### config.mk
export PLATFORM = sky130hd
export DESIGN_NAME = ram_req_sequencer
export DESIGN_NICKNAME = d
export VERILOG_FILES = /design/src/rtl/ram_req_sequencer_pkg.sv /design/src/rtl/ram_req_fifo.sv /design/src/rtl/ram_req_sequencer.sv
export SDC_FILE = /design/constraint.sdc
export NUM_CORES = 1
export LEC_CHECK = 0
export CAP_MARGIN = 25
export CELL_PAD_IN_SITES_DETAIL_PLACEMENT = 2
export CELL_PAD_IN_SITES_GLOBAL_PLACEMENT = 2
export CORE_AREA = 8 8 164 166
export CTS_CLUSTER_SIZE = 25
export DETAILED_ROUTE_END_ITERATION = 6
export DIE_AREA = 0 0 172 174
export PLACE_DENSITY = 0.81
export SLEW_MARGIN = 20
export SYNTH_ARGS = -nofsm -noshare
export SYNTH_HDL_FRONTEND = slang
export SYNTH_SLANG_ARGS = --single-unit
### constraint.sdc
create_clock -name clk -period 2.1 [get_ports clk]
set_clock_uncertainty 0.05 [all_clocks]
set_input_delay 0.42 -clock clk [delete_from_list [all_inputs] [get_ports clk]]
set_output_delay 0.42 -clock clk [all_outputs]
set_load 0.05 [all_outputs]
### src/rtl/ram_req_sequencer_pkg.sv
// ---------------------------------------------------------------------------
// ram_req_sequencer_pkg
//   Shared configuration for the RAM request front-end.
//   - DEF_ADDR_WIDTH / DEF_DATA_WIDTH : default RAM geometry
//   - ram_req_t                       : one queued request at default geometry
//   - seq_state_e                     : issue/response sequencer states
// ---------------------------------------------------------------------------
package ram_req_sequencer_pkg;

    localparam int DEF_ADDR_WIDTH = 4;
    localparam int DEF_DATA_WIDTH = 32;

    typedef struct packed {
        logic                      write;
        logic [DEF_ADDR_WIDTH-1:0] addr;
        logic [DEF_DATA_WIDTH-1:0] data;
    } ram_req_t;

    typedef enum logic [1:0] {
        IDLE    = 2'd0,
        WAIT_RD = 2'd1,
        RSP     = 2'd2
    } seq_state_e;

endpackage

### src/rtl/ram_req_fifo.sv
// ---------------------------------------------------------------------------
// ram_req_fifo
//   Synchronous FIFO holding packed requests for the RAM sequencer.
//   Ports:
//     clk, rst_n  : clock, asynchronous active-low reset (pointers/count only)
//     push, wdata : write strobe and entry; ignored while full
//     pop         : read strobe; ignored while empty
//     rdata       : current head entry (combinational from storage)
//     full, empty : occupancy flags
//     count       : number of stored entries, log2(DEPTH)+1 bits
// ---------------------------------------------------------------------------
module ram_req_fifo
    import ram_req_sequencer_pkg::*;
#(
    parameter int WIDTH = $bits(ram_req_t),
    parameter int DEPTH = 4
) (
    input  logic                       clk,
    input  logic                       rst_n,
    input  logic                       push,
    input  logic [WIDTH-1:0]           wdata,
    input  logic                       pop,
    output logic [WIDTH-1:0]           rdata,
    output logic                       full,
    output logic                       empty,
    output logic [$clog2(DEPTH):0]     count
);

    localparam int AW = $clog2(DEPTH);

    logic [WIDTH-1:0] mem [DEPTH];
    logic [AW-1:0]    wr_ptr;
    logic [AW-1:0]    rd_ptr;
    logic [AW:0]      count_q;
    logic             do_push;
    logic             do_pop;

    assign full    = (count_q == (AW+1)'(DEPTH));
    assign empty   = (count_q == '0);
    assign count   = count_q;
    assign rdata   = mem[rd_ptr];

    // A full FIFO never accepts, even when the head leaves in the same cycle.
    assign do_push = push && !full;
    assign do_pop  = pop && !empty;

    // Pointers are exactly AW bits wide so they wrap at DEPTH on their own.
    always_ff @(posedge clk or negedge rst_n) begin
        if (!rst_n) begin
            wr_ptr  <= '0;
            rd_ptr  <= '0;
            count_q <= '0;
        end else begin
            if (do_push) begin
                wr_ptr <= wr_ptr + AW'(1);
            end
            if (do_pop) begin
                rd_ptr <= rd_ptr + AW'(1);
            end
            case ({do_push, do_pop})
                2'b10:   count_q <= count_q + (AW+1)'(1);
                2'b01:   count_q <= count_q - (AW+1)'(1);
                default: count_q <= count_q;
            endcase
        end
    end

    // Storage carries data only; pointers decide what is valid.
    always_ff @(posedge clk) begin
        if (do_push) begin
            mem[wr_ptr] <= wdata;
        end
    end

endmodule

### src/rtl/ram_req_sequencer.sv
// ---------------------------------------------------------------------------
// ram_req_sequencer
//   In-order request front-end for a single-port RAM. Requests are queued in
//   a small FIFO and issued one per cycle; a read blocks every later request
//   until its response has been accepted on the response channel.
//   Ports:
//     clk, rst_n                 : clock, asynchronous active-low reset
//     req_valid/req_ready        : request handshake (ready = FIFO not full)
//     req_write/addr/wdata       : request contents
//     rsp_valid/rsp_ready        : read response handshake
//     rsp_rdata/rsp_addr         : returned data and the address it came from
//     ram_en/we/addr/din         : registered RAM command
//     ram_dout                   : RAM read data, valid RD_LATENCY cycles after ram_en
//     busy                       : queue non-empty, op in flight, or command on the bus
// ---------------------------------------------------------------------------
module ram_req_sequencer
    import ram_req_sequencer_pkg::*;
#(
    parameter int ADDR_WIDTH = DEF_ADDR_WIDTH,
    parameter int DATA_WIDTH = DEF_DATA_WIDTH,
    parameter int FIFO_DEPTH = 4,
    parameter int RD_LATENCY = 1
) (
    input  logic                  clk,
    input  logic                  rst_n,
    input  logic                  req_valid,
    output logic                  req_ready,
    input  logic                  req_write,
    input  logic [ADDR_WIDTH-1:0] req_addr,
    input  logic [DATA_WIDTH-1:0] req_wdata,
    output logic                  rsp_valid,
    input  logic                  rsp_ready,
    output logic [DATA_WIDTH-1:0] rsp_rdata,
    output logic [ADDR_WIDTH-1:0] rsp_addr,
    output logic                  ram_en,
    output logic                  ram_we,
    output logic [ADDR_WIDTH-1:0] ram_addr,
    output logic [DATA_WIDTH-1:0] ram_din,
    input  logic [DATA_WIDTH-1:0] ram_dout,
    output logic                  busy
);

    typedef struct packed {
        logic                  write;
        logic [ADDR_WIDTH-1:0] addr;
        logic [DATA_WIDTH-1:0] data;
    } req_t;

    localparam int REQ_W   = $bits(req_t);
    localparam int FIFO_AW = $clog2(FIFO_DEPTH);
    localparam int CNT_W   = $clog2(RD_LATENCY + 1);

    req_t             push_req;
    req_t             head;
    logic             fifo_full;
    logic             fifo_empty;
    logic [FIFO_AW:0] fifo_count;
    logic             push;
    logic             pop;

    seq_state_e       state;
    seq_state_e       state_nxt;
    logic [CNT_W-1:0] rd_cnt;
    logic [CNT_W-1:0] rd_cnt_nxt;
    logic             issue;
    logic             capture;
    logic             rsp_done;

    // Ready is forced low while reset is asserted so every output reads 0.
    assign req_ready = rst_n && !fifo_full;
    assign push      = req_valid && req_ready;
    assign push_req  = '{write: req_write, addr: req_addr, data: req_wdata};

    ram_req_fifo #(
        .WIDTH (REQ_W),
        .DEPTH (FIFO_DEPTH)
    ) u_fifo (
        .clk   (clk),
        .rst_n (rst_n),
        .push  (push),
        .wdata (push_req),
        .pop   (pop),
        .rdata (head),
        .full  (fifo_full),
        .empty (fifo_empty),
        .count (fifo_count)
    );

    // Sequencer: writes issue back-to-back from IDLE; a read parks the
    // sequencer until its data has been returned and accepted.
    always_ff @(posedge clk or negedge rst_n) begin
        if (!rst_n) begin
            state  <= IDLE;
            rd_cnt <= '0;
        end else begin
            state  <= state_nxt;
            rd_cnt <= rd_cnt_nxt;
        end
    end

    always_comb begin
        state_nxt  = state;
        rd_cnt_nxt = rd_cnt;
        pop        = 1'b0;
        issue      = 1'b0;
        capture    = 1'b0;
        rsp_done   = 1'b0;
        case (state)
            IDLE: begin
                if (!fifo_empty) begin
                    pop   = 1'b1;
                    issue = 1'b1;
                    if (!head.write) begin
                        state_nxt  = WAIT_RD;
                        rd_cnt_nxt = CNT_W'(RD_LATENCY);
                    end
                end
            end
            WAIT_RD: begin
                // The counter holds RD_LATENCY during the ram_en cycle and
                // reaches zero in the cycle whose closing edge sees valid data.
                if (rd_cnt == '0) begin
                    capture   = 1'b1;
                    state_nxt = RSP;
                end else begin
                    rd_cnt_nxt = rd_cnt - CNT_W'(1);
                end
            end
            RSP: begin
                if (rsp_ready) begin
                    rsp_done  = 1'b1;
                    state_nxt = IDLE;
                end
            end
            default: begin
                state_nxt = IDLE;
            end
        endcase
    end

    // RAM command registers: strobes are one-cycle pulses, address and data
    // keep their last values between operations.
    always_ff @(posedge clk or negedge rst_n) begin
        if (!rst_n) begin
            ram_en   <= 1'b0;
            ram_we   <= 1'b0;
            ram_addr <= '0;
            ram_din  <= '0;
        end else begin
            ram_en <= issue;
            ram_we <= issue && head.write;
            if (issue) begin
                ram_addr <= head.addr;
                ram_din  <= head.data;
            end
        end
    end

    // Response register. ram_addr still holds the read's address while the
    // sequencer waits, because nothing else can issue in the meantime.
    always_ff @(posedge clk or negedge rst_n) begin
        if (!rst_n) begin
            rsp_valid <= 1'b0;
            rsp_rdata <= '0;
            rsp_addr  <= '0;
        end else begin
            if (capture) begin
                rsp_valid <= 1'b1;
                rsp_rdata <= ram_dout;
                rsp_addr  <= ram_addr;
            end else if (rsp_done) begin
                rsp_valid <= 1'b0;
            end
        end
    end

    assign busy = (fifo_count != '0) || (state != IDLE) || ram_en;

endmodule
==> results.sh, run 1 <==
export IMPL_fin_crit_sh_pct=112
export IMPL_area_growth_syn_to_layout_pct=33.2
export IMPL_dp_hpwl_um=15200
export IMPL_synth_distinct_cells=30
export IMPL_yosys_area_top_type="edfxtp_1"
export IMPL_synth_xor_area_share_pct=0.608
export IMPL_synth_area_top_cells="edfxtp_1, dfrtp_1, mux4_2"
export IMPL_ys_flop_type="edfxtp_1"
export IMPL_ctsHoldBuffers=0
export IMPL_grtUsageTotal_pct=14.8
export IMPL_m1WireLength_um=8690
export IMPL_drt_iter0_markers=164
export IMPL_synth_top_area_share_pct=51.4
export IMPL_htreeDepth=1
export IMPL_io_pin_count=150
export IMPL_start_util_pct=35.2
export IMPL_hold_viol=0
export IMPL_clockBufferDepth=3
export IMPL_syn_inst=404
export IMPL_r2r_setup_slack_ns=-0.03
export IMPL_synth_simple_area_share_pct=0.941
export IMPL_drtAntennaViolNets=0
export IMPL_hold_class="in2async"
export IMPL_avgSynthCellArea_um2=21.4
export IMPL_highest_layer="met4"
export IMPL_synth_warnings=0
export IMPL_met2_length_um=11200
export IMPL_synth_fp_nets=483
export IMPL_drive_gt1_share_pct=32.8
export IMPL_vias=4456
export IMPL_fill_cells=2284
export IMPL_critPathCaptureType="output pin"
export IMPL_rsz0062_at_grt="true"
export IMPL_rr_worst_depth=9
export IMPL_critical_path_required_ns=1.63
export IMPL_syn_area_mm2=0.00864
export IMPL_max_cap_viol_count=0
export IMPL_min_period_ns=2.35
export IMPL_dieWidth_um=172
export IMPL_synth_seq_cells=233
export IMPL_synth_seq_area_share_pct=76.0
export IMPL_routabilityCongestion=0.804
export IMPL_wirelength_um=21900
export IMPL_ir_drop_v=0.000678
export IMPL_antenna_cells=0
export IMPL_first_pass_iters=4
export IMPL_grt_pass1_vias=5418
export IMPL_violations="setup timing"
export IMPL_relSlewSlack_pct=50.3
export IMPL_clkLatencyLatePin_ns=0.52
export IMPL_core_area_mm2=0.0245
export IMPL_fin_ws_ns=-0.252
export IMPL_clk_pin_slew_ns=0.06
export IMPL_pre_cts_ws_ns=-0.0869
export IMPL_tns_ns=-0.281
export IMPL_synth_edf_count=148
export IMPL_synthTopCellsByCount="edfxtp_1, dfrtp_1, mux2_2"
export IMPL_dieArea_mm2=0.0299
export IMPL_antenna_found_initial=0
export IMPL_synth_compound_area_share_pct=0.608
export IMPL_wl_met3_um=1640
export IMPL_synth_mux_area_share_pct=19.3
export IMPL_cp_max_fo=2
export IMPL_reg2reg_from="u_fifo.count[1]"
export IMPL_maxSlewViolCount=0
export IMPL_cp_arrival_ns=1.88
export IMPL_io_buffers=149
export IMPL_routed_via_density=4.75
export IMPL_cts_buffers=25
export IMPL_power_density_mw_per_mm2=1670
export IMPL_tightest_slew_ns=0.746
export IMPL_power_leakage_nw=4.29
export IMPL_crit_type="reg2out"
export IMPL_rows=58
export IMPL_wire_per_inst_um=23.3
export IMPL_final_nets=669
export IMPL_drc=0
export IMPL_grt_pass1_wl_um=33700
export IMPL_clockRootBuffer="clkbuf_16"
export IMPL_async_reset_ff_share_pct=36.5
export IMPL_r2r_end="u_fifo.count[2]"
export IMPL_grt_max_degree=58
export IMPL_cts_tree="built"
export IMPL_multiInputGateArea_mm2=0.00198
export IMPL_cts_sinks=233
export IMPL_seqCellArea_mm2=0.00658
export IMPL_synth_adder_area_share_pct=0.956
export IMPL_overflow=0
export IMPL_post_synth_top_count_cell="edfxtp_1"
export IMPL_status="complete, but fails checks"
export IMPL_setup_violations=2
export IMPL_synth_top_family_by_area="multiplexers"
export IMPL_die_h_um=174
export IMPL_fmax_ghz=0.425
export IMPL_crit_path_start_kind="flip-flop"
per-layer routing:
layer | track usage, % | vias up
li1 | - | 1948
met1 | 17.7 | 2308
met5 | 0 | -
met4 | 3.56 | 0
met2 | 26.1 | 169
met3 | 3.68 | 31
worst max path at each step:
stage / start / endpoint / slack (ns) / cells after the start
floorplan: u_fifo.count[2] / u_fifo.mem[0][0] / 0.02 / 3
global placement: req_valid / u_fifo.count[2] / 0.004 / 9
detailed placement: req_valid / u_fifo.count[2] / -0.09 / 9
CTS: u_fifo.count[0] / busy / -0.27 / 3
global route: u_fifo.count[0] / busy / -0.31 / 3
finish: u_fifo.count[0] / busy / -0.25 / 3
critical path, cell delays in order, from the launching register on:
cell and delay [ns]:
dfrtp_1 0.38, or3_4 0.40, or4_4 0.43, buf_8 0.17
timing repair:
action / CTS / global route
pin swaps: 1 / 4
cloned: 0 / 0
resized for setup: 70 / 7
buffers inserted: 3 / 3
endpoints found under the setup margin: 67 / 3
registers in the layout, summed over array words and instances, names as in the netlist, 2 cells and up:
register       cells
ram_addr           4
ram_din           32
rsp_addr           4
rsp_rdata         32
state              2
u_fifo.count       3
u_fifo.mem       148
u_fifo.rd_ptr      2
u_fifo.wr_ptr      2
metrics by stage:
stage          std cells  area [µm²]  util, %  total power, mW  hold WS, ns
6_report             939       11500     46.9             19.3       0.0621
3_3_place_gp         888       10700     43.6             15.1        0.439
4_1_cts              937       11500     46.8             19.5       0.0626
2_1_floorplan        404        8640        -             12.4       0.0744
5_1_grt              939       11500     46.9             20.2        0.104
3_5_place_dp         888       10700     43.6             15.5        0.446
cell families (layout without fill, tap and decap cells):
family | count (synthesis) | count (layout)
AO/OA/AOI/OAI | 8 | 8
adder cells (fa/ha/maj) | 6 | 6
AND/OR/NAND/NOR | 15 | 15
multiplexers | 111 | 111
flip-flops | 233 | 233
buffers and inverters | 25 | 230
XOR/XNOR | 6 | 6
power breakdown:
group          internal (mW)  switching, mW
registers               6.12          0.684
logic                   3.22           4.97
clock network           2.53           1.72
total                   11.9           7.37
layout by cell type, fill, tap and decap left out, types with 2 or more instances in the layout:
master | synthesis | layout
dfrtp_1 | 85 | 83
inv_1 | 10 | 7
nor2_1 | 3 | 3
clkbuf_16 | 0 | 26
inv_2 | 0 | 3
dlygate4sd2_1 | 0 | 66
mux2_2 | 73 | 73
xnor2_1 | 5 | 5
clkinv_2 | 0 | 4
o21ai_0 | 3 | 3
buf_4 | 6 | 26
inv_6 | 0 | 2
ha_1 | 5 | 4
clkbuf_8 | 0 | 4
mux4_2 | 37 | 37
clkinv_1 | 0 | 3
edfxtp_1 | 148 | 148
clkbuf_1 | 2 | 6
and2_2 | 0 | 4
clkdlybuf4s50_1 | 0 | 71
buf_12 | 0 | 10
area by class of cell:
type                       count  share of cell area [%]
sequential                   233                    57.1
multi-input combinational    146                    17.2
tap                          330                    3.59
clock buffer                  36                    6.33
timing repair buffer         174                    14.8
clock inverter                10                   0.685
inverter                      10                   0.326
Note: power is estimated with default switching activity, not from simulation.
==> run 2: changes to the inputs <==
- ABC_AREA: not set -> 1
- CORE_AREA: 8 8 164 166 -> 8 8 183 185
- DIE_AREA: 0 0 172 174 -> 0 0 191 193
==> run 2 against run 1 <==
The flow now finishes without violations. Clock-buffer cell count decreased by 1. Global-route usage fell by 0.11 points. Setup slack better by 0.34 ns. Register-to-register slack better by 0.21 ns. Worst hold slack improved by 0.34 ns. Die area up 23%. Clock power up 6.4%. Combinational power grew 7.9%. Routed wire length up 24%. Critical endpoint is now req_ready.
==> results.sh, run 2 <==
export IMPL_ir_drop_v=0.000762
export IMPL_synth_seq_area_share_pct=70.7
export IMPL_avgSynthCellArea_um2=10.4
export IMPL_final_common_cell="nand2_1"
export IMPL_synth_area_top_cells="edfxtp_1, dfrtp_1, nand2_1"
export IMPL_dp_hpwl_um=18400
export IMPL_vias=6735
export IMPL_fin_crit_sh_pct=95.9
export IMPL_rr_worst_depth=9
export IMPL_synth_fp_nets=969
export IMPL_fin_ws_ns=0.0871
export IMPL_grt_pass1_vias=7589
export IMPL_die_h_um=193
export IMPL_clkLatencyLatePin_ns=0.53
export IMPL_critPathCaptureType="output pin"
export IMPL_clockBufferDepth=3
export IMPL_syn_area_mm2=0.00930
export IMPL_first_pass_iters=6
export IMPL_dp_cells=1425
export IMPL_design_area_mm2=0.0122
export IMPL_min_period_ns=2.01
export IMPL_status="finished clean"
export IMPL_top_regs="u_fifo.mem: 148 flops, ram_din: 32 flops, rsp_rdata: 32 flops"
export IMPL_p_total_mw=19.9
export IMPL_r2r_end="u_fifo.count[2]"
export IMPL_grt_max_degree=109
export IMPL_largest_register="u_fifo.mem"
export IMPL_dieWidth_um=191
export IMPL_hold_slack_ns=0.401
export IMPL_area_growth_syn_to_layout_pct=31.5
export IMPL_htreeDepth=1
export IMPL_final_nets=1133
export IMPL_power_leakage_nw=5.36
export IMPL_cts_sinks=233
export IMPL_ys_flop_type="edfxtp_1"
export IMPL_io_buffers=149
export IMPL_slowest_delay_ns=0.54
export IMPL_hold_class="in2reg"
export IMPL_post_dp_cell_area_mm2=0.0114
export IMPL_fill_cells=3257
export IMPL_cts_buffers=27
export IMPL_relSlewSlack_pct=49.8
export IMPL_yosys_area_top_type="edfxtp_1"
export IMPL_critical_path_required_ns=1.63
export IMPL_crit_buf_inv=3
export IMPL_crit_path_start_kind="input pin"
export IMPL_final_cell_mix="nand2_1, edfxtp_1, nor2_1"
export IMPL_pre_cts_ws_ns=-0.155
export IMPL_critical_path_startpoint="rst_n"
export IMPL_antenna_found_initial=1
export IMPL_cp_arrival_ns=1.54
export IMPL_clockRootBuffer="clkbuf_16"
export IMPL_drt_iter0_markers=266
export IMPL_cp_cell_sequence="dlygate4sd3_1, buf_4, a21boi_2, buf_12"
export IMPL_setup_violations=0
export IMPL_dieArea_mm2=0.0369
export IMPL_hold_start="ram_dout[23]"
export IMPL_crit_end="req_ready"
export IMPL_crit_type="in2out"
export IMPL_final_core_util_pct=39.7
export IMPL_synth_distinct_cells=23
export IMPL_largest_reg_flops=148
export IMPL_fmax_ghz=0.497
export IMPL_r2r_setup_slack_ns=0.18
export IMPL_synth_seq_cells=233
export IMPL_drive_gt1_share_pct=9.49
export IMPL_overflow=0
export IMPL_power_density_mw_per_mm2=1630
export IMPL_rows=65
export IMPL_syn_inst=890
export IMPL_routed_via_density=4.56
export IMPL_cpLargestDelayFamily="buffers and inverters"
export IMPL_start_util_pct=30.2
export IMPL_grt_pass1_wl_um=42300
export IMPL_tns_ns=0
export IMPL_synthTopCellsByCount="nand2_1, edfxtp_1, nor2_1"
export IMPL_rsz0062_at_grt="false"
export IMPL_clk_pin_slew_ns=0.06
export IMPL_reg2reg_from="u_fifo.count[1]"
export IMPL_io_pin_count=150
export IMPL_grtUsageTotal_pct=14.6
export IMPL_slowest_stage="dlygate4sd3_1"
export IMPL_post_synth_top_count_cell="nand2_1"
export IMPL_cts_tree="built"
export IMPL_maxSlewViolCount=0
export IMPL_final_cells=1478
export IMPL_routabilityCongestion=0.710
export IMPL_wirelength_um=27200
export IMPL_hold_viol=0
export IMPL_synth_edf_count=148
export IMPL_synth_warnings=0
export IMPL_async_reset_ff_share_pct=36.5
export IMPL_wire_per_inst_um=18.4
export IMPL_drc=0
export IMPL_cp_max_fo=3
export IMPL_cp_depth=4
export IMPL_core_area_mm2=0.0308
export IMPL_synth_top_area_share_pct=47.8
export IMPL_max_cap_viol_count=0
export IMPL_tightest_slew_ns=0.752
export IMPL_drtAntennaViolNets=0
## run 2: cell types whose count changed after synthesis, sizes merged, moves of 4 or more
cell	delta
nand2	+302
nor2	+135
mux2	-73
inv	+57
nand3	+45
o21ai	+40
mux4	-37
buf	+18
clkbuf	+8
and2	-4
xnor2	-4
## run 2: layer usage
layer,track usage [%],vias up,part of all wire [%]
li1,-,3178,-
met1,16.8,3399,40
met2,27.7,118,54
met3,2.18,40,3.4
met4,4.33,0,2.7
met5,0,-,0
## run 2: worst min-delay path by stage
| stage | slack [ns] | to | cells past startpoint |
|---|---|---|---|
| 4_1_cts | 0.38 | rsp_rdata[24] | 3 |
| 2_1_floorplan | 0.07 | ram_addr[0] | 0 |
| 6_report | 0.40 | rsp_rdata[23] | 3 |
| 3_5_place_dp | 0.41 | state[1] | 1 |
| 5_1_grt | 0.39 | rsp_rdata[24] | 3 |
| 3_3_place_gp | 0.40 | state[1] | 1 |
## run 2: kinds of logic after synthesis
kind of cell | after synthesis | share of synthesized area, %
buffers and inverters | 109 | 4.82
DFF | 233 | 70.7
adders and majority gates | 6 | 0.888
AOI/OAI and AO/OA | 48 | 2.76
xor gates and xnor gates | 4 | 0.377
and+or+nand+nor | 490 | 20.5
## run 2: cell type report
type / instances / area [µm²] / share of cell area [%]
clock buffer: 35 / 726 / 5.94
sequential: 233 / 6580 / 53.8
timing repair buffer: 176 / 1700 / 13.9
inverter: 68 / 255 / 2.09
multi-input combinational: 548 / 2330 / 19.1
antenna: 1 / 2.50 / 0.0205
tap: 402 / 503 / 4.12
clock inverter: 15 / 129 / 1.05
## run 2: worst register-to-register path: stages (launching register included)
cell     delay [ns]
dfrtp_1        0.39
nor2_2         0.07
buf_4          0.15
a21oi_4        0.12
ha_2           0.19
inv_1          0.07
fa_2           0.34
or2_4          0.26
nand2_2        0.07
xor2_1         0.14
## run 2: report_power, final
part / leakage [nW] / switching (mW) / internal (mW)
Clock: 0.419 / 1.84 / 2.68
Sequential: 2.38 / 0.510 / 6.06
Combinational: 2.56 / 6.44 / 2.40
## run 2: repair_timing
item | 4_1_cts | 5_1_grt
pin swaps | 0 | 1
hold endpoints to repair | 35 | 0
hold buffers | 1 | 0
gates resized for setup | 62 | 4
setup buffers | 0 | 1
endpoints found under the setup margin | 61 | 1
